--- src/rtl/multicycle_ctrl.sv ---
// Control FSM for the multicycle MIPS datapath: sequences each instruction and drives
// all datapath enables, mux selects, ALU control and PC enable. Optional: MULTICYCLE_ILLEGAL_TRAP_EN.
module multicycle_ctrl #(
  parameter int unsigned MEM_HANDSHAKE = 1
) (
  input  logic       clk,
  input  logic       reset,
  input  logic [5:0] op,
  input  logic [5:0] funct,
  input  logic       zero,
  input  logic       mem_ready,
  output logic       iord,
  output logic       irwrite,
  output logic       memwrite,
  output logic       memtoreg,
  output logic       regdst,
  output logic       regwrite,
  output logic       alusrca,
  output logic [1:0] alusrcb,
  output logic [1:0] pcsrc,
  output logic [2:0] alucontrol,
  output logic       pcen,
  output logic       illegal,
  output logic [3:0] state
);

  typedef enum logic [3:0] {
    S_FETCH   = 4'd0,
    S_DECODE  = 4'd1,
    S_MEMADR  = 4'd2,
    S_MEMRD   = 4'd3,
    S_MEMWB   = 4'd4,
    S_MEMWR   = 4'd5,
    S_RTYPEEX = 4'd6,
    S_RTYPEWB = 4'd7,
    S_BEQEX   = 4'd8,
    S_ADDIEX  = 4'd9,
    S_ADDIWB  = 4'd10,
    S_JEX     = 4'd11,
    S_BNEEX   = 4'd12,
    S_TRAP    = 4'd13
  } state_t;

  localparam logic [5:0] OP_LW    = 6'b100011;
  localparam logic [5:0] OP_SW    = 6'b101011;
  localparam logic [5:0] OP_RTYPE = 6'b000000;
  localparam logic [5:0] OP_BEQ   = 6'b000100;
  localparam logic [5:0] OP_BNE   = 6'b000101;
  localparam logic [5:0] OP_ADDI  = 6'b001000;
  localparam logic [5:0] OP_J     = 6'b000010;

  state_t     r_state;
  state_t     w_next;
  logic       w_rdy;
  logic       w_pcwrite;
  logic       w_branch;
  logic       w_bne;
  logic [1:0] w_aluop;

  assign w_rdy = (MEM_HANDSHAKE != 0) ? mem_ready : 1'b1;
  assign state = r_state;
  assign pcen  = w_pcwrite | (w_branch & zero) | (w_bne & ~zero);

  always_ff @(posedge clk) begin
    if (!reset) r_state <= S_FETCH;
    else        r_state <= w_next;
  end

  always_comb begin
    w_next    = S_FETCH;
    iord      = 1'b0;
    irwrite   = 1'b0;
    memwrite  = 1'b0;
    memtoreg  = 1'b0;
    regdst    = 1'b0;
    regwrite  = 1'b0;
    alusrca   = 1'b0;
    alusrcb   = 2'b00;
    pcsrc     = 2'b00;
    w_aluop   = 2'b00;
    w_pcwrite = 1'b0;
    w_branch  = 1'b0;
    w_bne     = 1'b0;
    illegal   = 1'b0;
    case (r_state)
      S_FETCH: begin
        alusrcb   = 2'b01;
        irwrite   = w_rdy;
        w_pcwrite = w_rdy;
        w_next    = w_rdy ? S_DECODE : S_FETCH;
      end
      S_DECODE: begin
        alusrcb = 2'b11;
        case (op)
          OP_LW, OP_SW: w_next = S_MEMADR;
          OP_RTYPE:     w_next = S_RTYPEEX;
          OP_BEQ:       w_next = S_BEQEX;
          OP_BNE:       w_next = S_BNEEX;
          OP_ADDI:      w_next = S_ADDIEX;
          OP_J:         w_next = S_JEX;
`ifdef MULTICYCLE_ILLEGAL_TRAP_EN
          default:      w_next = S_TRAP;
`else
          default:      w_next = S_FETCH;
`endif
        endcase
      end
      S_MEMADR: begin
        alusrca = 1'b1;
        alusrcb = 2'b10;
        w_next  = (op == OP_LW) ? S_MEMRD : S_MEMWR;
      end
      S_MEMRD: begin
        iord   = 1'b1;
        w_next = w_rdy ? S_MEMWB : S_MEMRD;
      end
      S_MEMWB: begin
        memtoreg = 1'b1;
        regwrite = 1'b1;
      end
      // The write strobe stays up for the whole wait so the memory sees a stable request.
      S_MEMWR: begin
        iord     = 1'b1;
        memwrite = 1'b1;
        w_next   = w_rdy ? S_FETCH : S_MEMWR;
      end
      S_RTYPEEX: begin
        alusrca = 1'b1;
        w_aluop = 2'b10;
        w_next  = S_RTYPEWB;
      end
      S_RTYPEWB: begin
        regdst   = 1'b1;
        regwrite = 1'b1;
      end
      S_BEQEX, S_BNEEX: begin
        alusrca  = 1'b1;
        w_aluop  = 2'b01;
        pcsrc    = 2'b01;
        w_branch = (r_state == S_BEQEX);
        w_bne    = (r_state == S_BNEEX);
      end
      S_ADDIEX: begin
        alusrca = 1'b1;
        alusrcb = 2'b10;
        w_next  = S_ADDIWB;
      end
      S_ADDIWB: regwrite = 1'b1;
      S_JEX: begin
        pcsrc     = 2'b10;
        w_pcwrite = 1'b1;
      end
      S_TRAP: begin
`ifdef MULTICYCLE_ILLEGAL_TRAP_EN
        illegal = 1'b1;
        w_next  = S_TRAP;
`else
        w_next  = S_FETCH;
`endif
      end
      default: w_next = S_FETCH;
    endcase
  end

  always_comb begin
    alucontrol = 3'b000;
    case (w_aluop)
      2'b00: alucontrol = 3'b010;
      2'b01: alucontrol = 3'b110;
      2'b10: begin
        case (funct)
          6'b100000: alucontrol = 3'b010;
          6'b100010: alucontrol = 3'b110;
          6'b100100: alucontrol = 3'b000;
          6'b100101: alucontrol = 3'b001;
          6'b101010: alucontrol = 3'b111;
          default:   alucontrol = 3'b000;
        endcase
      end
      default: alucontrol = 3'b000;
    endcase
  end

endmodule

--- config.mk ---
export PLATFORM = sky130hd
export DESIGN_NAME = multicycle_ctrl
export DESIGN_NICKNAME = d
export VERILOG_FILES = /design/src/rtl/multicycle_ctrl.sv
export SDC_FILE = /design/constraint.sdc
export NUM_CORES = 1
export LEC_CHECK = 0
export CELL_PAD_IN_SITES_DETAIL_PLACEMENT = 1
export CELL_PAD_IN_SITES_GLOBAL_PLACEMENT = 2
export CORE_MARGIN = 2
export CORE_UTILIZATION = 15
export DETAILED_ROUTE_END_ITERATION = 8
export PLACE_DENSITY_LB_ADDON = 0.1
export SYNTH_ARGS = -nofsm -noshare
export SYNTH_HDL_FRONTEND = slang
export SYNTH_SLANG_ARGS = --single-unit
--- constraint.sdc ---
create_clock -name clk -period 1.09 [get_ports clk]
set_input_delay 0.1635 -clock clk [delete_from_list [all_inputs] [get_ports clk]]
set_output_delay 0.1635 -clock clk [all_outputs]
set_load 0.1 [all_outputs]
; ---- Word-level counts from Yosys, hierarchy flattened
; Cells that the tools add are included.
[word_totals]
regBits = 4
input_bits = 16
wordCells = 60
[op_classes]
eq_ne = 24
n_mux = 21
bitwise_logic = 5
n_reduce_logical = 9
[op_table]
columns = op, n
row1 = $eq A6 B6 Y1 const B, 6
row2 = $pmux W4 S7, 1
row3 = $pmux W4 S6, 1
row4 = $eq A4 B4 Y1 const B, 5
row5 = $eq A4 B3 Y1 const B, 4
row6 = $eq A6 B3 Y1 const B, 2
row7 = $pmux W3 S4, 1
row8 = $mux W1, 10
row9 = $mux W3, 3
row10 = $pmux W3 S3, 1
row11 = $eq A4 B2 Y1 const B, 2
row12 = $pmux W2 S2, 2
row13 = $reduce_or A2 Y1, 4
row14 = $eq A6 B2 Y1 const B, 1
row15 = $eq A6 B4 Y1 const B, 1
row16 = $logic_not A6 Y1, 1
row17 = $pmux W2 S3, 1
row18 = $reduce_or A5 Y1, 1
row19 = $eq A4 B1 Y1 const B, 1
row20 = $logic_not A4 Y1, 1
row21 = $reduce_or A3 Y1, 1
row22 = $and A1 B1 Y1, 2
row23 = $eq A2 B1 Y1 const B, 1
row24 = $eq A2 B2 Y1 const B, 1
row25 = other kinds (4), 5

; ---- Logic depth before layout (Yosys ltp)
; Gate-level depths: netlist of run 1.
[depth]
word_depth = 6
depth_mapped = 5
ltp_nobuf = 4

; ---- Worst setup path before layout of run 1
; Ideal clock, no wire load.
[synth_path]
kind = reg-to-output
startpoint = reg r_state[3], in the netlist state[3]
endpoint = out pcen
arrival_ns = 4.843
required_time_ns = 0.927
setup_slack_ns = -3.917
stages_incl_launch_ff = 4
path_buffers = 1
path_cell_list = dfxtp_1 > buf_2 > nor4_1 > a211o_1
[synth_via]
elab_chain_cells = 6
word_cells_on_any_way = 12
classes_between = 3 x eq/ne / 3 x mux / 4 x bitwise / 2 x reduce/logical
[synth_lines]
columns = item, line
row1 = "start, declared", 52  ; state_t r_state;
row2 = "start signal, assigned", 66  ; else r_state <= w_next;
row3 = $eq A4 B4 Y1 (on tied branches), "85, 140, 141"
row4 = $reduce_or A2 Y1, 85  ; case (r_state)
row5 = $mux W1, 85
row6 = $and A1 B1 Y1, 62  ; assign pcen = w_pcwrite | (w_branch & zero) | (w_bne & ~zero);
row7 = $or A1 B1 Y1, 62
row8 = $or A1 B1 Y1 *, 62
row9 = "end, declared", 22  ; output logic pcen,
; Mark *: on every way between the ends. The rest lies on a longest branch, timed or not.

; ---- Worst setup path in the final report of run 1
[layout_path]
startpoint = reg r_state[0], in the netlist state[0]
endpoint = out alusrcb[1]
[layout_via]
elab_chain_cells = 3
word_cells_on_any_way = 6
classes_between = 3 x eq/ne / 1 x mux / 2 x reduce/logical
[layout_lines]
columns = item, line
row1 = $eq A4 B4 Y1 or $eq A4 B2 Y1 (tied branches), 85
row2 = $reduce_or A2 Y1 (no line), --
row3 = $pmux W2 S3 *, 85
row4 = "end, declared", 19  ; output logic [1:0] alusrcb,
; Marks and branches as above.

==> flow_summary_export.csv, run 1 <==
group,metric,value,unit
pwr,switching_share,35.97,%
timing,drv_slew,0,
pwr,p_int,613.1,uW
clock_network,clock_sinks,4,
yosys,netlist_area,583.1,um2
yosys,synthTopCellsByArea,"dfxtp_1 (14%), nand2b_1 (6.4%), nor2_1 (6.4%)",
route,viasPerCell,4.425,
route,wl,3045,um
route,drt_drc_violations_left,0,
die,dieArea,4402,um2
yosys,async_flop_share,0,%
place,gp_congestion,0.7586,
timing,setup_viol,20,
global_route,grt_start_max_net_pins,11,
die,num_rows,22,
route,routedWlPerCell,14.36,um
timing,setup_slack,-0.4285,ns
outcome,status,"finished, violations left",
timing,clock.fmax,658.6,MHz
global_route,gr-total-overflow,0,
cells_and_area,largest_reg_flops,4,
timing,whs,0.5681,ns
cells_and_area,n_antenna_cell,0,
route,ant_nets,0,
global_route,grt_use_total,14.91,%
worst_hold_path,min_to,"state[0]",
clock_network,clockBufferDepth,2,
cells_and_area,fillers,405,
flow_run,cap_violations,0,
worst_setup_path,setup.worst_path.class,"register to output port",
pwr,leakage,0.0007490,uW
clock_network,postCtsHoldBufs,0,
clock_network,cts_tree,"yes",
global_route,grt_antenna_before_repair,0,
die,fp.dieW,66.35,um
yosys,yosys.area_share.simple,47.42,%
yosys,synth_compound_area_share,22.75,%
die,num_io_pins,36,
yosys,synth_top_family_by_area,"simple AND/OR/NAND/NOR gates",
worst_setup_path,reg2reg_from,"state[1]",
global_route,grt_pass1_vias,1019,
worst_setup_path,rr_endpoint,"state[2]",
yosys,synth_commonest_cells,"nor2_1 (10), nand2_1 (9), a21oi_1 (7)",
yosys,synth_most_common_cell,"nor2_1",
yosys,synth_xor_area_share,6.009,%
yosys,synthMuxAreaShare,0,%
yosys,syn-num-nets,104,
route,drtIter0Drc,18,
yosys,ys_ff_latch,4,
yosys,synth_fa_ha_area_share,0,%
clock_network,htreeDepth,1,
yosys,synth_cell_types,38,
pwr,power.share.combinational,52.1,%
yosys,syn_inst,88,
timing,finClkSkew,0.003407,ns
timing,period_needed,1.518,ns
cells_and_area,area_growth,227.3,%
clock_network,clk_latency,0.22,ns
yosys,syn_area_per_cell,6.626,um2
yosys,synth_largest_area_cell,"dfxtp_1",
worst_hold_path,worstHoldStart,"reset",
global_route,grt_pass1_wl,5043,um
pwr,p_switching,344.5,uW
yosys,ys_seq_area_share,13.73,%
clock_network,cts_root_buf,"clkbuf_8",
worst_setup_path,worst-endpoint-required,0.93,ns
clock_network,clk_pin_slew,0.03,ns
cells_and_area,drive_gt1_share,68.29,%
worst_setup_path,ff2ff_path_depth,6,
route,first_pass_iters,4,
worst_setup_path,start_kind,"register",
worst_setup_path,critPathMaxFanout,4,
yosys,ys.flop_type,"dfxtp_1",
pwr,clockPowerShare,32.3,%
yosys,synth_top_area_share,13.73,%
cells_and_area,fin_nets,182,
clock_network,cts-buffers-inserted,3,
timing,timing.final.crit_share,139.3,%
timing,tns,-6.329,ns
die,start_util,15.81,%
place,portBuffers,34,
timing,rsz0062_at_grt,"yes",
worst_hold_path,whs_path_depth,3,
place,dpl.hpwl,2190,um
route,routed-via-count,938,
pwr,p_seq_share,15.6,%
worst_setup_path,cp-end-kind,"output port",
pwr,power,957.6,uW
timing,hold_viol,0,
outcome,violations,"setup timing",
pwr,ir_drop,0.0003403,V
die,core-area,3689,um2
yosys,yosysWarnings,0,
die,fp.dieH,66.35,um
worst_setup_path,worstPathArrival,1.35,ns
worst_hold_path,hp-class,"input port to register",
pwr,power_per_cell_area,501.9,nW/um2
yosys,synth_edf_count,0,
worst_setup_path,r2r_slack,-0.29,ns
[through the flow]
step                instances  util, %  setup slack, ns  cell area [um2]
finish                    212    51.73          -0.4285             1908
global route              212    51.73          -0.4738             1908
CTS                       211    49.39          -0.4384             1822
detailed placement        196    41.62          -0.4377             1535
global placement          196    41.62          -0.4458             1535
floorplan                  88        -           -1.241            769.5
[layout make-up]
| cell class | count | area, um2 | share of cell area, % |
|---|---|---|---|
| clock buffers | 3 | 41.29 | 2.164 |
| well taps | 48 | 60.06 | 3.148 |
| multi-input cells | 77 | 754.5 | 39.54 |
| repair buffers | 79 | 953.4 | 49.97 |
| inverters | 1 | 3.754 | 0.1967 |
| flip-flops and latches | 4 | 95.09 | 4.984 |
[power by group through the flow]
| stage | clock network [uW] | registers, uW | logic, uW |
|---|---|---|---|
| 5_1_grt | 326 | 150 | 523 |
| 3_3_place_gp | 0 | 149 | 417 |
| 4_1_cts | 312 | 148 | 479 |
| 6_report | 310 | 149 | 499 |
| 2_1_floorplan | 0 | 175 | 208 |
| 3_5_place_dp | 0 | 149 | 424 |
[worst max-delay path, stage by stage (launching register included)]
cell and delay, ns:
dfxtp_4 0.35, nand2b_4 0.17, or2_4 0.28, a21oi_4 0.15, buf_12 0.19
[cell families after synthesis]
| family | after synthesis |
|---|---|
| xor+xnor | 4 |
| compound gates | 22 |
| buf+inv | 7 |
| flops | 4 |
| other cells | 1 |
| simple gates | 50 |
[cells in the final DEF (no fill, tap or decap), types with 4 or more instances in the layout]
cell             synthesis  routed
dfxtp_4                  0       4
buf_4                    1      24
clkdlybuf4s50_1          0      11
buf_6                    3      19
buf_12                   0      19
nand2b_4                 0       5
nor2_4                   0       7
[worst max path at each step]
stage	startpoint	end	slack [ns]	cells past startpoint
global route	state[1]	irwrite	-0.47	4
floorplan	state[1]	pcen	-1.24	3
detailed placement	state[0]	state[0]	-0.44	5
CTS	state[0]	irwrite	-0.44	4
global placement	state[0]	state[1]	-0.45	5
finish	state[0]	alusrcb[1]	-0.43	4
[routing by layer]
layer	wire length, um	GRT usage (%)
met3	135	2.896
met1	1267	19.07
met5	0	0
met2	1604	26.13
met4	38	2.296
[what timing repair did]
action,4_1_cts,5_1_grt
setup buffers,12,4
hold endpoints to repair,0,0
pin swaps,18,18
resized for setup,43,22
setup endpoints to repair,23,23
No activity file was read; power rests on OpenSTA's default activity.
==> run 2: changes to the inputs <==
CTS_CLUSTER_SIZE = 10   (was default)
PLACE_DENSITY = 0.8   (was default)
PLACE_DENSITY_LB_ADDON = default   (was 0.1)
==> flow_summary_export.csv, run 2 (same netlist as run 1, synthesis figures left out) <==
group,metric,value,unit
cells_and_area,area_growth,229.6,%
worst_setup_path,cp-startpoint,"state[3]",
global_route,grt_pass1_wl,4919,um
timing,timing.final.crit_share,140.1,%
die,dieArea,4402,um2
timing,whs,0.5131,ns
place,dpl.hpwl,2094,um
timing,drv_slew,0,
worst_setup_path,worst-endpoint-required,0.93,ns
place,place_area,1520,um2
flow_run,cap_violations,0,
clock_network,htreeDepth,1,
cells_and_area,layout_commonest_cell,"buf_4",
clock_network,postCtsHoldBufs,0,
die,core-area,3689,um2
pwr,leakage,0.0007625,uW
place,portBuffers,34,
route,wl,3186,um
cells_and_area,stdcell_count,214,
die,num_rows,22,
cells_and_area,n_antenna_cell,0,
worst_setup_path,start_kind,"register",
pwr,power_per_cell_area,501.1,nW/um2
route,drtIter0Drc,34,
die,fp.dieW,66.35,um
clock_network,cts_root_buf,"clkbuf_8",
route,ant_nets,0,
worst_setup_path,worstPathArrival,1.36,ns
global_route,grt_use_total,14.42,%
worst_setup_path,setup.worst_path.class,"register to output port",
cells_and_area,multi_input_area,770.7,um2
pwr,power,963.0,uW
worst_setup_path,crit_path_top_delay_cell,"dfxtp_4",
worst_setup_path,slowest_delay,0.36,ns
cells_and_area,drive_gt1_share,67.47,%
die,start_util,15.81,%
timing,finClkSkew,0.002646,ns
timing,hold_viol,0,
worst_setup_path,crit_chain,"buf_6 > nor4_4 > buf_4 > buf_12",
cells_and_area,layout_common_cells,"buf_4 (32), buf_12 (21), buf_6 (13), dlygate4sd2_1 (7), clkdlybuf4s50_1 (7)",
clock_network,cts-buffers-inserted,3,
global_route,grt_antenna_before_repair,0,
worst_hold_path,hp-class,"input port to register",
route,routed-via-count,961,
clock_network,clk_pin_slew,0.03,ns
place,numPlacedInstances,194,
pwr,ir_drop,0.0002732,V
route,routedWlPerCell,14.89,um
place,gp_congestion,0.7397,
outcome,status,"finished, violations left",
die,fp.dieH,66.35,um
timing,clock.fmax,654.8,MHz
clock_network,clk_latency,0.22,ns
route,drt_drc_violations_left,0,
clock_network,clockBufferDepth,2,
global_route,grt_pass1_vias,1060,
cells_and_area,fillers,428,
timing,period_needed,1.527,ns
timing,rsz0062_at_grt,"yes",
die,num_io_pins,36,
worst_hold_path,worstHoldStart,"op[5]",
worst_setup_path,reg2reg_from,"state[1]",
global_route,grt_start_max_net_pins,10,
global_route,gr-total-overflow,0,
timing,setup_slack,-0.4372,ns
worst_setup_path,cp-end-kind,"output port",
cells_and_area,final_core_util,52.10,%
worst_setup_path,critPathMaxFanout,7,
cells_and_area,largest_reg_flops,4,
timing,setup_viol,21,
cells_and_area,fin_nets,184,
cells_and_area,regArea,95.09,um2
clock_network,cts_tree,"yes",
outcome,violations,"setup timing",
cells_and_area,design_area,1922,um2
route,first_pass_iters,4,
route,viasPerCell,4.491,
clock_network,clock_sinks,4,
==> run 2: cell count changes in the layout (fill, tap and decap cells not counted), sizes merged <==
| cell | change |
|---|---|
| buf | +2 |
| clkdlybuf4s50 | -4 |
| dlygate4sd2 | +4 |
==> run 2: critical path, delay by kind of cell, from the launching register on <==
kind                   cells  cell delay [ns]
DFF                        1             0.36
and+or+nand+nor            1             0.32
buffers and inverters      3             0.47
==> run 2: path summary, 6_finish.rpt <==
| kind | endpoint | slack (ns) | depth (start not counted) |
|---|---|---|---|
| setup / recovery | irwrite | -0.44 | 4 |
| hold / removal | state[0] | 0.51 | 5 |
| setup reg to reg | state[2] | -0.37 | 6 |
| hold reg to reg | state[2] | 0.84 | 4 |
==> run 2: power by group <==
part	switching [uW]	leakage [uW]	internal, uW
combinational	269	0.000705	231
sequential	5.26	0.0000355	144
clock	77.7	0.0000216	236
==> run 2: cell type report <==
class,instances,area share [%]
well taps,48,3.125
clock buffers,3,2.148
inverters,1,0.1953
flip-flops and latches,4,4.948
multi-input cells,77,40.10
repair buffers,81,49.48
==> run 2: per-layer routing <==
metal	global-route usage, %	part of all wire, %	up-vias
met5	0	0	-
met4	3.061	0.38	0
met3	1.363	4.8	2
met2	30.75	61	29
met1	14.52	34	459
li1	-	-	471
==> run 2: repair_timing <==
action / in CTS / in global routing
resized for setup: 46 / 19
pin swaps: 18 / 6
buffers inserted: 11 / 6
setup endpoints to repair: 21 / 21
==> run 2: through the flow <==
stage / setup TNS, ns / setup slack, ns
floorplan: -11.32 / -1.241
global placement: -5.627 / -0.4046
finish: -6.580 / -0.4372
detailed placement: -6.333 / -0.4621
global route: -7.481 / -0.5077
CTS: -6.338 / -0.4265
==> run 3: changes to the inputs <==
PLACE_DENSITY = 0.75   (was 0.8)
==> flow_summary_export.csv, run 3 (same netlist as run 1, synthesis figures left out) <==
group,metric,value,unit
route,drt_drc_violations_left,0,
worst_setup_path,critPathMaxFanout,6,
route,wl,3443,um
clock_network,clk_pin_slew,0.03,ns
global_route,grt_antenna_before_repair,0,
worst_setup_path,cp-startpoint,"state[3]",
worst_setup_path,crit_family,"flip-flops",
global_route,grt_pass1_wl,5064,um
clock_network,cts_root_buf,"clkbuf_8",
route,viasPerCell,4.555,
timing,period_needed,1.543,ns
place,dpl.hpwl,2222,um
global_route,grt_use_total,15.51,%
timing,timing.final.crit_share,141.6,%
cells_and_area,n_antenna_cell,0,
global_route,grt_pass1_vias,1039,
worst_setup_path,setup.worst_path.class,"register to output port",
timing,finClkSkew,0.002441,ns
cells_and_area,largest_reg_flops,4,
outcome,status,"finished, violations left",
timing,clock.fmax,647.9,MHz
die,start_util,15.81,%
worst_hold_path,hp-class,"input port to register",
timing,setup_viol,22,
worst_setup_path,slowest_delay,0.36,ns
cells_and_area,layout_commonest_cell,"buf_4",
clock_network,clk_latency,0.22,ns
cells_and_area,drive_gt1_share,68.82,%
worst_setup_path,start_kind,"register",
route,drtIter0Drc,15,
pwr,power_per_cell_area,499.8,nW/um2
worst_setup_path,worstPathArrival,1.38,ns
clock_network,cts-buffers-inserted,3,
pwr,ir_drop,0.0003540,V
global_route,gr-total-overflow,0,
die,num_rows,22,
die,num_io_pins,36,
flow_run,cap_violations,0,
die,core-area,3689,um2
worst_setup_path,worst-endpoint-required,0.93,ns
route,first_pass_iters,4,
global_route,grt_start_max_net_pins,10,
place,portBuffers,34,
route,ant_nets,0,
pwr,leakage,0.0007858,uW
clock_network,cts_tree,"yes",
cells_and_area,area_growth,239.1,%
worst_setup_path,crit_chain,"buf_4 > or2_4 > a21oi_4 > buf_12",
cells_and_area,final_core_util,53.60,%
timing,hold_viol,0,
clock_network,clockBufferDepth,2,
place,gp_congestion,0.6938,
timing,setup_slack,-0.4533,ns
outcome,violations,"setup timing",
timing,drv_slew,0,
clock_network,clock_sinks,4,
die,fp.dieH,66.35,um
worst_setup_path,reg2reg_from,"state[2]",
route,routedWlPerCell,15.79,um
route,routed-via-count,993,
worst_setup_path,cp-end-kind,"output port",
timing,rsz0062_at_grt,"yes",
cells_and_area,fin_nets,188,
clock_network,htreeDepth,1,
place,place_ws,-0.4990,ns
worst_setup_path,path_buf_inv,2,
worst_hold_path,worstHoldStart,"reset",
die,dieArea,4402,um2
cells_and_area,layout_common_cells,"buf_4 (32), buf_12 (21), buf_6 (17), clkdlybuf4s50_1 (11)",
worst_setup_path,crit_path_top_delay_cell,"dfxtp_4",
cells_and_area,fillers,410,
die,fp.dieW,66.35,um
==> run 3: changes by cell type in the layout (fill, tap and decap cells not counted), moves of 3 or more <==
cell | before | now
dlygate4sd2_1 | 7 | 4
a21oi_1 | 5 | 2
clkdlybuf4s50_1 | 7 | 11
a21oi_2 | 0 | 4
buf_6 | 13 | 17
==> run 3: metrics by stage <==
step	std cells	total power [uW]	setup TNS, ns	instance area, um2	hold slack [ns]
after floorplan	88	383.0	-11.32	769.5	0.3342
after global placement	194	558.2	-5.617	1520	0.6553
after detailed placement	194	568.2	-6.492	1520	0.6553
after CTS	209	953.2	-6.224	1843	0.5746
after global routing	218	1024	-7.448	1977	0.5970
final	218	988.1	-6.659	1977	0.5907
==> run 3: report_power, final <==
part	internal [uW]	switching [uW]	total (uW)	leakage (uW)
logic	243	273	517	0.000729
clock network	236	86.3	323	0.0000216
registers	144	5.38	149	0.0000355
==> run 3: routing by layer <==
metal | global-route usage, % | vias to the layer above | part of all wire [%]
li1 | - | 482 | -
met1 | 14.72 | 466 | 33
met2 | 32.00 | 34 | 59
met3 | 2.555 | 11 | 4.2
met4 | 6.122 | 0 | 3.3
met5 | 0 | - | 0
==> run 3: cell type report <==
type / instances / area [um2] / share of cell area (%)
Clock buffer: 3 / 41.29 / 2.089
Inverter: 1 / 3.754 / 0.1899
Multi-Input combinational cell: 77 / 779.5 / 39.43
Sequential cell: 4 / 95.09 / 4.810
Tap cell: 48 / 60.06 / 3.038
Timing Repair Buffer: 85 / 997.2 / 50.44
==> run 3: worst paths after layout <==
| kind | end | slack [ns] | cells after the start |
|---|---|---|---|
| min reg2reg | state[1] | 0.83 | 4 |
| min | state[3] | 0.59 | 3 |
| max | alusrcb[1] | -0.45 | 4 |
| max reg2reg | state[2] | -0.33 | 6 |
==> run 3: what timing repair did <==
item | in CTS | in global routing
buffers inserted | 12 | 10
hold buffers | 0 | 0
resized for setup | 52 | 13
gates cloned | 0 | 0
pin swaps | 13 | 13
setup endpoints to repair | 21 | 22
==> run 3: worst min-delay path: stages <==
cell,delay [ns]
clkdlybuf4s50_1,0.43
o21ai_2,0.13
a21oi_2,0.04
